[src/rtl/cpu_types_pkg.sv]
// Shared CPU-side types: RAM handshake state, bus word and the
// coherence controller state encoding.
package cpu_types_pkg;

  typedef logic [31:0] word_t;

  typedef enum logic [1:0] {
    FREE   = 2'd0,
    BUSY   = 2'd1,
    ACCESS = 2'd2,
    ERROR  = 2'd3
  } ramstate_t;

  typedef enum logic [3:0] {
    IDLE   = 4'd0,
    SNOOP  = 4'd1,
    SWB1   = 4'd2,
    SWB2   = 4'd3,
    DREAD1 = 4'd4,
    DREAD2 = 4'd5,
    DWB1   = 4'd6,
    DWB2   = 4'd7,
    IFETCH = 4'd8
  } coh_state_t;

endpackage

[src/rtl/coherence_rr_arb.sv]
// Two-way round-robin pick: on a tie the pointed core wins, otherwise
// the single requester wins. Purely combinational.
module coherence_rr_arb (
  input  logic [1:0] req,
  input  logic       ptr,
  output logic       grant,
  output logic       valid
);

  // Resolve the request vector and pointer into a grant index
  always_comb begin
    valid = |req;
    case (req)
      2'b01:   grant = 1'b0;
      2'b10:   grant = 1'b1;
      2'b11:   grant = ptr;
      default: grant = 1'b0;
    endcase
  end

endmodule

[src/rtl/bus_coherence_ctrl.sv]
// Two-core snooping bus controller in front of a single-port RAM.
// Data requests beat instruction fetches; a data read first snoops the
// other core and, if that core holds a dirty copy, writes it back before
// the two-word read. Outputs decode from the state register so the RAM
// request is up in the very cycle a state is entered.
module bus_coherence_ctrl
  import cpu_types_pkg::*;
#(
  parameter int WORD_W = 32
) (
  input  logic                   CLK,
  input  logic                   RST,
  input  logic [1:0]             iREN,
  input  logic [1:0][WORD_W-1:0] iaddr,
  input  logic [1:0]             dREN,
  input  logic [1:0]             dWEN,
  input  logic [1:0][WORD_W-1:0] daddr,
  input  logic [1:0][WORD_W-1:0] dstore,
  input  logic [1:0]             ccwrite,
  output logic [1:0]             iwait,
  output logic [1:0]             dwait,
  output logic [1:0][WORD_W-1:0] iload,
  output logic [1:0][WORD_W-1:0] dload,
  output logic [1:0]             ccwait,
  output logic [1:0]             ccinv,
  output logic [1:0][WORD_W-1:0] ccsnoopaddr,
  output logic                   ramREN,
  output logic                   ramWEN,
  output logic [WORD_W-1:0]      ramaddr,
  output logic [WORD_W-1:0]      ramstore,
  input  logic [WORD_W-1:0]      ramload,
  input  logic [1:0]             ramstate
);

  coh_state_t state_r;
  logic       core_r;
  logic       dptr_r;
  logic       iptr_r;
  logic       inv_r;

  logic [1:0] d_req_s;
  logic       d_grant_s;
  logic       d_valid_s;
  logic       i_grant_s;
  logic       i_valid_s;
  logic       other_s;
  logic       access_s;

  assign d_req_s  = dREN | dWEN;
  assign other_s  = ~core_r;
  assign access_s = (ramstate_t'(ramstate) == ACCESS);

  coherence_rr_arb u_data_arb (
    .req   (d_req_s),
    .ptr   (dptr_r),
    .grant (d_grant_s),
    .valid (d_valid_s)
  );

  coherence_rr_arb u_inst_arb (
    .req   (iREN),
    .ptr   (iptr_r),
    .grant (i_grant_s),
    .valid (i_valid_s)
  );

  // Transaction sequencing; FREE/BUSY/ERROR simply hold the current state
  always_ff @(posedge CLK) begin
    if (RST) begin
      state_r <= IDLE;
      core_r  <= 1'b0;
      dptr_r  <= 1'b0;
      iptr_r  <= 1'b0;
      inv_r   <= 1'b0;
    end else begin
      case (state_r)
        IDLE: begin
          if (d_valid_s) begin
            core_r  <= d_grant_s;
            state_r <= dWEN[d_grant_s] ? DWB1 : SNOOP;
          end else if (i_valid_s) begin
            core_r  <= i_grant_s;
            state_r <= IFETCH;
          end
        end
        SNOOP: begin
          // Invalidate intent is latched so it holds through the writeback
          inv_r   <= ccwrite[core_r];
          state_r <= ccwrite[other_s] ? SWB1 : DREAD1;
        end
        SWB1:   if (access_s) state_r <= SWB2;
        SWB2:   if (access_s) state_r <= DREAD1;
        DREAD1: if (access_s) state_r <= DREAD2;
        DREAD2: begin
          if (access_s) begin
            state_r <= IDLE;
            dptr_r  <= other_s;
          end
        end
        DWB1:   if (access_s) state_r <= DWB2;
        DWB2:   if (access_s) state_r <= IDLE;
        IFETCH: begin
          if (access_s) begin
            state_r <= IDLE;
            iptr_r  <= other_s;
          end
        end
        default: state_r <= IDLE;
      endcase
    end
  end

  // Bus, snoop and stall decode from the current state and RAM handshake
  always_comb begin
    dwait       = 2'b11;
    iwait       = 2'b11;
    dload       = '0;
    iload       = '0;
    ccwait      = 2'b00;
    ccinv       = 2'b00;
    ccsnoopaddr = '0;
    ramREN      = 1'b0;
    ramWEN      = 1'b0;
    ramaddr     = '0;
    ramstore    = '0;
    case (state_r)
      IDLE: begin
        ramREN = 1'b0;
      end
      SNOOP: begin
        ccwait[other_s]      = 1'b1;
        ccsnoopaddr[other_s] = daddr[core_r];
        ccinv[other_s]       = ccwrite[core_r];
      end
      SWB1, SWB2: begin
        ccwait[other_s] = 1'b1;
        ccinv[other_s]  = inv_r;
        ramWEN          = 1'b1;
        ramaddr         = daddr[other_s];
        ramstore        = dstore[other_s];
      end
      DREAD1, DREAD2: begin
        ramREN        = 1'b1;
        ramaddr       = daddr[core_r];
        dload[core_r] = ramload;
        dwait[core_r] = ~access_s;
      end
      DWB1, DWB2: begin
        ramWEN        = 1'b1;
        ramaddr       = daddr[core_r];
        ramstore      = dstore[core_r];
        dwait[core_r] = ~access_s;
      end
      IFETCH: begin
        ramREN        = 1'b1;
        ramaddr       = iaddr[core_r];
        iload[core_r] = ramload;
        iwait[core_r] = ~access_s;
      end
      default: begin
        ramREN = 1'b0;
      end
    endcase
  end

endmodule

[config.mk]
export PLATFORM = sky130hd
export DESIGN_NAME = bus_coherence_ctrl
export DESIGN_NICKNAME = d
export VERILOG_FILES = /design/src/rtl/cpu_types_pkg.sv /design/src/rtl/coherence_rr_arb.sv /design/src/rtl/bus_coherence_ctrl.sv
export SDC_FILE = /design/constraint.sdc
export NUM_CORES = 1
export LEC_CHECK = 0
export BUFFER_PORTS_ARGS = -buffer_cell sky130_fd_sc_hd__buf_4
export CAP_MARGIN = 10
export CORE_AREA = 2 2 195 197
export CTS_BUF_LIST = sky130_fd_sc_hd__clkbuf_16
export DETAILED_ROUTE_END_ITERATION = 8
export DIE_AREA = 0 0 197 199
export PLACE_DENSITY = 0.44
export SETUP_SLACK_MARGIN = 0.3
export SKIP_LAST_GASP = 1
export SLEW_MARGIN = 20
export SYNTH_ARGS = -nofsm -noshare
export SYNTH_HDL_FRONTEND = slang
export SYNTH_HIERARCHICAL = 1
export SYNTH_SLANG_ARGS = --single-unit
[constraint.sdc]
create_clock -name CLK -period 1.9 [get_ports CLK]
set_input_delay 0.57 -clock CLK [delete_from_list [all_inputs] [get_ports CLK]]
set_output_delay 0.57 -clock CLK [all_outputs]
set_load 0.02 [all_outputs]
==> metrics <==
Core Area=37,100 sq um; row count=71; 1st-iter DRT viols=153; post-synthesis compound-gate area fraction=36.7%; clock transition at the registers of the reported paths=0.04 ns; YS warnings=6; Root Buffer=clkbuf_16; Initial Util=10.8%; endpoints failing hold=0; Mapped Area=4010 sq um; Via density=4.53; post-DP HPWL=25,000 um; area grow syn2layout=202%; CTS Sinks=8; Die Footprint=39,200 sq um; total power=16.9 mW; violated checks=setup timing; GPL Wtd Cong=0.790; number of enable-type register cells in the synthesized netlist=0; Post-Syn Instances=584; multiplexer area fraction after synthesis=9.03%; endpoints failing setup=268; #FFs+latches synth=8; Synthesized Nets=820; most common flop cell mapped by yosys=dfxtp_1; GR Layer Usage met3=3.17%; CP Capture Type=output port; die height=199 um; Post-Synth Adder-Cell Area=0%; WL final=34,300 um; Die W=197 um; grt met1 use=17.3%; largest net degree at the start of global routing=44; cell taking the most area after synthesis=a221oi_1; critical path class=flip-flop to output port; unrepaired setup endpoints after global routing=true; largest family of logic cells by synthesized area=simple AND/OR/NAND/NOR gates; residual DRC count=0; initial antenna violation count=2; Remaining Overflow, GRT=0; Power Dens Cells=1400 nW/um^2; worst clock skew=0.00611 ns; first drt pass iteration count=6; layout cell share with drive strength beyond 1=89.6%; top cells by count, synth=a221oi_1 (129), and2_1 (129), and3_1 (64), clkbuf_1 (49), nor2_1 (37); Worst VDD drop=0.000720 V; Tightest Hold Check Type=flip-flop to flip-flop; status=finished with violations; dominant cells by area after synthesis=a221oi_1 (28%), and2_1 (20%), and3_1 (10%); H-tree levels=1; Final Max Slew Viols=0; number of distinct library cells after synthesis=42; TritonCTS clock tree=built; # Max-Cap Violations=0; Max Fanout on Critical Path=7; Post-Synth Simple-Gate Area=39.9%; Setup WS post-layout=-0.508 ns; Yosys top cell area share=28.2%; post-route ant nets=0; vias in the first global route=7,083; Worst R2R Path Depth=8; deepest clock path buffer count=2; leakage power=5.41 nW; Slew @ Worst Pin=0.379 ns; fraction of synthesized cell area in xor and xnor cells=0.219%; Seq/Total Area, Yosys=4.00%; GR peak layer=met2; startpoint type of the worst setup path=flip-flop; Async SR Flop Fraction=0%; met2 Track Usage GR=28.8%; FMAX=415 MHz; I/O pin count=502; worst path required time=1.33 ns; Tmin final=2.41 ns; crit share post-route=127%; WL per Instance=21.5 um; nets@finish=1,354; total vias in the final route=7,211; Syn Area/Cell=6.86 sq um; hold path depth=2; hold slack=0.476 ns; first-pass GRT wire length=45,300 um; worst skew pair latency=0.24 ns; CTS Hold Buffers Added=0; Rel. slew slack=74.1%; filler cell count=3,883; Total GRT Usage=15.1%; CTS Buf Count=3; Port Buffer Count=501; Arr. time, crit path=1.84 ns
## area by class of cell
| type | count | area [sq um] | area share (%) |
|---|---|---|---|
| timing repair buffer | 614 | 5780 | 47.8 |
| multi-input combinational | 486 | 5450 | 45.0 |
| tap | 474 | 593 | 4.90 |
| sequential | 8 | 170 | 1.41 |
| clock buffer | 3 | 75.1 | 0.621 |
| inverter | 5 | 21.3 | 0.176 |
| clock inverter | 1 | 3.75 | 0.0310 |
| antenna | 1 | 2.50 | 0.0207 |
## cells in the final DEF (no fill, tap or decap), drive strengths merged, types with 2 or more instances in the layout
| cell type | netlist | routed |
|---|---|---|
| nand2b | 4 | 4 |
| a221oi | 129 | 129 |
| dfxtp | 8 | 8 |
| o22ai | 32 | 32 |
| o21ai | 2 | 2 |
| nand2 | 5 | 5 |
| a211oi | 3 | 3 |
| and3 | 64 | 64 |
| bufbuf | 0 | 3 |
| nand3 | 3 | 3 |
| buf | 36 | 602 |
| a21oi | 5 | 5 |
| nor2b | 6 | 6 |
| clkbuf | 49 | 12 |
| mux2i | 35 | 35 |
| a21boi | 4 | 4 |
| nor4 | 3 | 3 |
| or2 | 4 | 4 |
| nor3 | 5 | 5 |
| inv | 5 | 6 |
| and2 | 129 | 129 |
| nor2 | 39 | 39 |
## worst max-delay path, cell delays in order, from the launching register on
cell       delay (ns)
dfxtp_2          0.34
and2b_2          0.22
nor2b_4          0.15
buf_4            0.16
clkbuf_16        0.17
a221oi_1         0.28
o22ai_2          0.10
buf_4            0.17
## final timing paths
kind,start,to,slack (ns)
min reg2reg,iptr_r,iptr_r,0.48
max,state_r[3],ramaddr[25],-0.51
max reg2reg,state_r[3],state_r[1],-0.16
min,iptr_r,iptr_r,0.48
## cell families (layout without fill, tap and decap cells)
logic type             after synthesis  after routing
other                                0              1
multiplexers                        36             36
AO/OA/AOI/OAI                      181            181
AND/OR/NAND/NOR                    268            268
XOR/XNOR                             1              1
buffers and inverters               90            623
flip-flops                           8              8
## report_power, final
group          switching [mW]  internal, mW
logic                    8.28          7.96
clock network          0.0977         0.276
registers              0.0629         0.236
## timing repair
action                     4_1_cts  5_1_grt
setup endpoints to repair      273      273
setup buffers                   10        8
resized for setup               53      194
gates cloned                    10       11
pin swaps                        9       49
## through the flow
| step | setup TNS (ns) | util [%] | cells | cell area [sq um] | setup WS (ns) |
|---|---|---|---|---|---|
| after floorplan | -32.93 | - | 584 | 5380 | -0.264 |
| after global placement | -46.66 | 27.1 | 1548 | 10100 | -0.291 |
| after detailed placement | -50.63 | 27.1 | 1548 | 10100 | -0.313 |
| after CTS | -116.04 | 29.1 | 1572 | 10800 | -0.504 |
| after global routing | -128.93 | 32.6 | 1591 | 12100 | -0.586 |
| final | -112.17 | 32.6 | 1592 | 12100 | -0.508 |
## flip-flops by register name, indices dropped and copies added (netlist names)
register	cells
core_r	1
inv_r	1
dptr_r	1
state_r	4
iptr_r	1
## routing by layer
| layer | share of wire [%] | up-vias |
|---|---|---|
| met2 | 53 | 345 |
| met5 | 0 | - |
| met4 | 1.5 | 0 |
| met1 | 39 | 3451 |
| met3 | 6.8 | 26 |
| li1 | - | 3389 |
(Power assumes the default switching activity.)
